File: config.mk
export PLATFORM = sky130hd
export DESIGN_NAME = ahb_mem_fill_bridge
export DESIGN_NICKNAME = d
export VERILOG_FILES = /design/src/rtl/ahb_mem_fill_bridge_pkg.sv /design/src/rtl/ahb_mem_fill_bridge.sv
export SDC_FILE = /design/constraint.sdc
export NUM_CORES = 1
export LEC_CHECK = 0
export ABC_AREA = 1
export CORE_ASPECT_RATIO = 1.5
export CORE_MARGIN = 3
export CORE_UTILIZATION = 39
export CTS_BUF_LIST = sky130_fd_sc_hd__clkbuf_2
export CTS_CLUSTER_SIZE = 28
export DETAILED_ROUTE_END_ITERATION = 10
export GPL_ROUTABILITY_DRIVEN = 0
export MAX_ROUTING_LAYER = met4
export PLACE_DENSITY_LB_ADDON = 0.15
export SLEW_MARGIN = 5
export SYNTH_ARGS = -nofsm -noshare
export SYNTH_HDL_FRONTEND = slang
export SYNTH_SLANG_ARGS = --single-unit
File: constraint.sdc
create_clock -name clk -period 1.3 [get_ports clk]
set_input_delay 0.26 -clock clk [delete_from_list [all_inputs] [get_ports clk]]
set_output_delay 0.26 -clock clk [all_outputs]
set_load 0.05 [all_outputs]
File: src/rtl/ahb_mem_fill_bridge_pkg.sv
`default_nettype none
// ============================================================================
// Module  : ahb_mem_fill_bridge_pkg
// Brief   : Shared AHB-Lite encodings (HTRANS, HRESP) for the fill bridge.
// Revision: 1.0 - initial release
// ============================================================================
package ahb_mem_fill_bridge_pkg;

    localparam logic [1:0] c_htrans_idle = 2'b00;
    localparam logic [1:0] c_htrans_busy = 2'b01;
    localparam logic [1:0] c_htrans_nseq = 2'b10;
    localparam logic [1:0] c_htrans_seq  = 2'b11;

    localparam logic c_hresp_okay  = 1'b0;
    localparam logic c_hresp_error = 1'b1;

endpackage
`default_nettype wire

File: src/rtl/ahb_mem_fill_bridge.sv
`default_nettype none
// ============================================================================
// Module  : ahb_mem_fill_bridge
// Brief   : AHB-Lite read-only slave that fills each beat from a req/ack memory.
// Revision: 1.0 - initial release
// ============================================================================
module ahb_mem_fill_bridge
    import ahb_mem_fill_bridge_pkg::*;
#(
    parameter int W_ADDR  = 32,
    parameter int W_DATA  = 32,
    parameter int TIMEOUT = 255
) (
    input  logic              clk,
    input  logic              rst_n,
    output logic              src_hready_resp,
    input  logic              src_hready,
    output logic              src_hresp,
    input  logic [W_ADDR-1:0] src_haddr,
    input  logic              src_hwrite,
    input  logic [1:0]        src_htrans,
    input  logic [2:0]        src_hsize,
    input  logic [2:0]        src_hburst,
    input  logic [3:0]        src_hprot,
    input  logic              src_hmastlock,
    input  logic [W_DATA-1:0] src_hwdata,
    output logic [W_DATA-1:0] src_hrdata,
    output logic              mem_req,
    output logic [W_ADDR-1:0] mem_addr,
    input  logic              mem_ack,
    input  logic [W_DATA-1:0] mem_rdata,
    input  logic              mem_err
);

    localparam int c_size_lg = $clog2(W_DATA / 8);
    localparam int c_cnt_w   = $clog2(TIMEOUT + 1);
    localparam logic [W_ADDR-1:0] c_addr_mask = W_ADDR'((64'd1 << c_size_lg) - 64'd1);
    localparam logic [c_cnt_w-1:0] c_cnt_last = c_cnt_w'(TIMEOUT - 1);

    localparam logic [2:0] S_IDLE    = 3'd0;
    localparam logic [2:0] S_WAIT    = 3'd1;
    localparam logic [2:0] S_DATA    = 3'd2;
    localparam logic [2:0] S_ERR_PH0 = 3'd3;
    localparam logic [2:0] S_ERR_PH1 = 3'd4;

    logic [2:0]         r_state;
    logic [2:0]         w_next;
    logic [W_ADDR-1:0]  r_addr;
    logic [W_DATA-1:0]  r_hold;
    logic [c_cnt_w-1:0] r_cnt;
    logic               w_accept;
    logic               w_valid;
    logic               w_load_addr;
    logic               w_capture;
    logic               w_unused_ok;

    assign w_accept = src_hready &&
                      ((src_htrans == c_htrans_nseq) || (src_htrans == c_htrans_seq));
    assign w_valid  = !src_hwrite && (src_hsize == 3'(c_size_lg)) &&
                      ((src_haddr & c_addr_mask) == '0);

    assign w_unused_ok = ^{src_hburst, src_hprot, src_hmastlock, src_hwdata};

    always_comb begin
        w_next      = r_state;
        w_load_addr = 1'b0;
        w_capture   = 1'b0;
        case (r_state)
            S_IDLE, S_DATA, S_ERR_PH1: begin
                if (w_accept) begin
                    w_next      = w_valid ? S_WAIT : S_ERR_PH0;
                    w_load_addr = w_valid;
                end else begin
                    w_next = S_IDLE;
                end
            end
            S_WAIT: begin
                // An ack landing on the final counted cycle still wins over the timeout.
                if (mem_ack) begin
                    w_next    = mem_err ? S_ERR_PH0 : S_DATA;
                    w_capture = !mem_err;
                end else if (r_cnt == c_cnt_last) begin
                    w_next = S_ERR_PH0;
                end
            end
            S_ERR_PH0: w_next = S_ERR_PH1;
            default:   w_next = S_IDLE;
        endcase
    end

    always_ff @(posedge clk or negedge rst_n) begin
        if (!rst_n) begin
            r_state <= S_IDLE;
            r_addr  <= '0;
            r_hold  <= '0;
            r_cnt   <= '0;
        end else begin
            r_state <= w_next;
            r_cnt   <= (r_state == S_WAIT) ? r_cnt + c_cnt_w'(1) : '0;
            if (w_load_addr) begin
                r_addr <= src_haddr;
            end
            if (w_capture) begin
                r_hold <= mem_rdata;
            end
        end
    end

    // mem_req is decoded from the state so an asynchronous reset aborts it at once.
    assign mem_req         = (r_state == S_WAIT);
    assign mem_addr        = r_addr & ~c_addr_mask;
    assign src_hrdata      = r_hold;
    assign src_hready_resp = (r_state == S_IDLE) || (r_state == S_DATA) ||
                             (r_state == S_ERR_PH1);
    assign src_hresp       = ((r_state == S_ERR_PH0) || (r_state == S_ERR_PH1)) ?
                             c_hresp_error : c_hresp_okay;

endmodule
`default_nettype wire
==> flow_metrics.env, run 1 <==
export IMPL_drv_slew=0
export IMPL_cp_end_kind="output pin"
export IMPL_cts_inserted_buffers=9
export IMPL_vias_per_cell=5.01
export IMPL_power_switching_share_pct=43.6
export IMPL_yosysTopAreaCellShare_pct=59.7
export IMPL_rsz0062_at_grt="yes"
export IMPL_synthFlopType="dfrtp_1"
export IMPL_worst_slack_ns=-0.375
export IMPL_synth_top_family_by_area="simple AND/OR/NAND/NOR gates"
export IMPL_synth_seq_area_share_pct=59.7
export IMPL_fillers=469
export IMPL_multi_input_area_um2=1210
export IMPL_p_sw_uw=5330
export IMPL_synth_xor_area_share_pct=0
export IMPL_syn_to_final_growth_pct=94.9
export IMPL_r2r_cells=8
export IMPL_grt_pass1_wl_um=16400
export IMPL_dieWidth_um=78.3
export IMPL_wl_per_cell_um=17.6
export IMPL_io_pins=182
export IMPL_synthMuxAreaShare_pct=0
export IMPL_worstReg2RegEnd="r_addr[18]"
export IMPL_layout_drive_gt1_share_pct=31.2
export IMPL_die_area_um2=8970
export IMPL_synthAdderAreaFrac_pct=0.818
export IMPL_ys_warn_count=0
export IMPL_required_ns=1.04
export IMPL_cp_arrival_ns=1.41
export IMPL_power_internal_uw=6900
export IMPL_first_global_vias=3245
export IMPL_r2r_slack_ns=-0.21
export IMPL_clkLatencyLatePin_ns=0.53
export IMPL_pre_cts_ws_ns=-0.356
export IMPL_power_frac_comb_pct=62.3
export IMPL_placement_io_buffers=138
export IMPL_synth_edf_count=0
export IMPL_cts_buffer_depth=2
export IMPL_yosys_top_cells_count="nand2_1 (143), dfrtp_1 (73), nand3_1 (68), buf_2 (18), nor2_1 (17)"
export IMPL_grt_use_total_pct=24.6
export IMPL_power_leakage_uw=0.00292
export IMPL_final_area_um2=5970
export IMPL_place_area_um2=5320
export IMPL_overflow=0
export IMPL_synth_compound_area_share_pct=1.43
export IMPL_fp_dieH_um=114
export IMPL_synth_seq_cells=73
export IMPL_clock_power_share_pct=8.0
export IMPL_seq_power_share_pct=29.8
export IMPL_grt_max_degree=31
export IMPL_regArea_um2=1830
export IMPL_diodes=0
export IMPL_synth_area_leaders="dfrtp_1 (60%), nand2_1 (18%), nand3_1 (11%)"
export IMPL_num_vias=3198
export IMPL_dp_hpwl_um=6970
export IMPL_drc=0
export IMPL_syn_area_um2=3060
export IMPL_ys_types=18
export IMPL_worstSetupPathType="flip-flop to output pin"
export IMPL_root_buffer="clkbuf_2"
export IMPL_timing_rr_start="r_state[0]"
export IMPL_drt_total_wl_um=11200
export IMPL_hp_class="primary input to async pin"
export IMPL_drtPass1Iterations=4
export IMPL_status="complete, but fails checks"
export IMPL_power_density_nw_per_um2=2050
export IMPL_ir_drop_uv=2310
export IMPL_synth_most_common_cell="nand2_1"
export IMPL_rows=38
export IMPL_initial_core_util_pct=41.3
export IMPL_drt_iter0_markers=179
export IMPL_synthArstFlopShare_pct=100
export IMPL_syn_mean_instance_area_um2=8.67
export IMPL_clkTransAtPathRegs_ns=0.18
export IMPL_antenna_found_initial=0
export IMPL_setup_violations=131
export IMPL_worstPathMaxFanout=3
export IMPL_post_route_period_util_pct=129
export IMPL_hold_viol=0
export IMPL_timing_hold_ws_ns=0.180
export IMPL_h_tree_depth=3
export IMPL_cp_start_kind="flip-flop"
export IMPL_cts_tree="done"
export IMPL_finClkSkew_ns=0.0244
export IMPL_clock_sinks=73
export IMPL_num_nets_final=653
export IMPL_detail_route_antenna_nets=0
export IMPL_synth_top_cell_by_area="dfrtp_1"
export IMPL_cap_violations=0
export IMPL_synth_simple_gate_area_share_pct=32.7
export IMPL_core_area_um2=7420
export IMPL_synthCells=353
export IMPL_fmax_ghz=0.597
export IMPL_violations="negative setup slack"
export IMPL_finalCriticalPeriod_ns=1.67
power groups by stage:
stage	registers, µW	logic, µW	clock network (µW)
2_1_floorplan	5390	1120	0
3_3_place_gp	3630	6470	0
3_5_place_dp	3670	6570	0
4_1_cts	3620	7260	992
5_1_grt	3710	7920	1090
6_report	3640	7620	976
critical path, stage by stage (launching register included):
cell     delay (ns)
dfrtp_1        0.44
inv_2          0.07
nand2_4        0.07
o21ai_4        0.18
buf_12         0.15
stage by stage:
stage	total power, µW	setup TNS, ns	utilization, %	cells
2_1_floorplan	6510	0	-	354
3_3_place_gp	10100	-12.67	71.7	590
3_5_place_dp	10200	-13.90	71.7	590
4_1_cts	11900	-11.42	77.1	624
5_1_grt	12700	-22.30	80.4	638
6_report	12200	-13.85	80.4	638
kinds of logic (layout without fill, tap and decap cells):
logic type / count (synthesis) / count (layout)
AND/OR/NAND/NOR: 235 / 235
flip-flops: 73 / 73
buffers and inverters: 34 / 218
AO/OA/AOI/OAI: 8 / 8
adder cells (fa/ha/maj): 2 / 2
other: 1 / 2
layout make-up:
cell class	instances	share of cell area [%]
multi-input cells	247	20.2
flip-flops and latches	73	30.6
clock buffers	11	0.923
clock inverters	2	0.147
well taps	100	2.10
repair buffers	192	45.1
inverters	13	0.860
timing repair:
action / CTS / global route
setup buffers: 15 / 12
pin swaps: 11 / 15
hold buffers: 1 / 0
resized for setup: 21 / 31
endpoints found under the setup margin: 68 / 131
gates cloned: 5 / 3
hold endpoints to repair: 50 / 0
worst max-delay path by stage:
stage	startpoint	endpoint	slack (ns)	cells after the start
3_5_place_dp	src_hsize[1]	r_addr[21]	-0.36	9
3_3_place_gp	src_hsize[1]	r_addr[13]	-0.29	9
4_1_cts	r_state[2]	src_hresp	-0.42	4
5_1_grt	r_state[0]	src_hresp	-0.47	4
2_1_floorplan	r_state[2]	src_hresp	0.08	3
6_report	r_state[2]	src_hresp	-0.37	4
cell usage in the layout, fill, tap and decap left out, types with 5 or more instances in the layout:
| cell type | n |
|---|---|
| inv_2 | 5 |
| clkbuf_2 | 11 |
| nand2_1 | 131 |
| nor2_1 | 12 |
| buf_12 | 73 |
| buf_4 | 32 |
| dfrtp_1 | 73 |
| nand3_1 | 63 |
| nand2_2 | 11 |
| buf_6 | 7 |
| clkdlybuf4s50_1 | 72 |
| inv_1 | 7 |
| nor2_4 | 5 |
registers in the layout (all words and copies together) (netlist names):
signal / flops
src_hrdata: 32
r_addr: 30
r_cnt: 8
r_state: 3
routing by layer:
layer,global-route usage [%],routed length (µm),vias up
met5,-,0,-
met2,43.9,6400,132
met4,9.80,407,0
met3,6.06,550,36
li1,-,-,1485
met1,25.9,3890,1545
(Power assumes the default switching activity.)
==> run 2: changes to the inputs <==
- CTS_CLUSTER_DIAMETER: not set -> 200
==> results of run 2 <==
Final layout, timing and power as in run 1 (identical DEF).
==> run 3: changes to the inputs <==
- CTS_CLUSTER_DIAMETER: 200 -> not set
==> results of run 3 <==
Final layout, timing and power as in run 1 (identical DEF).
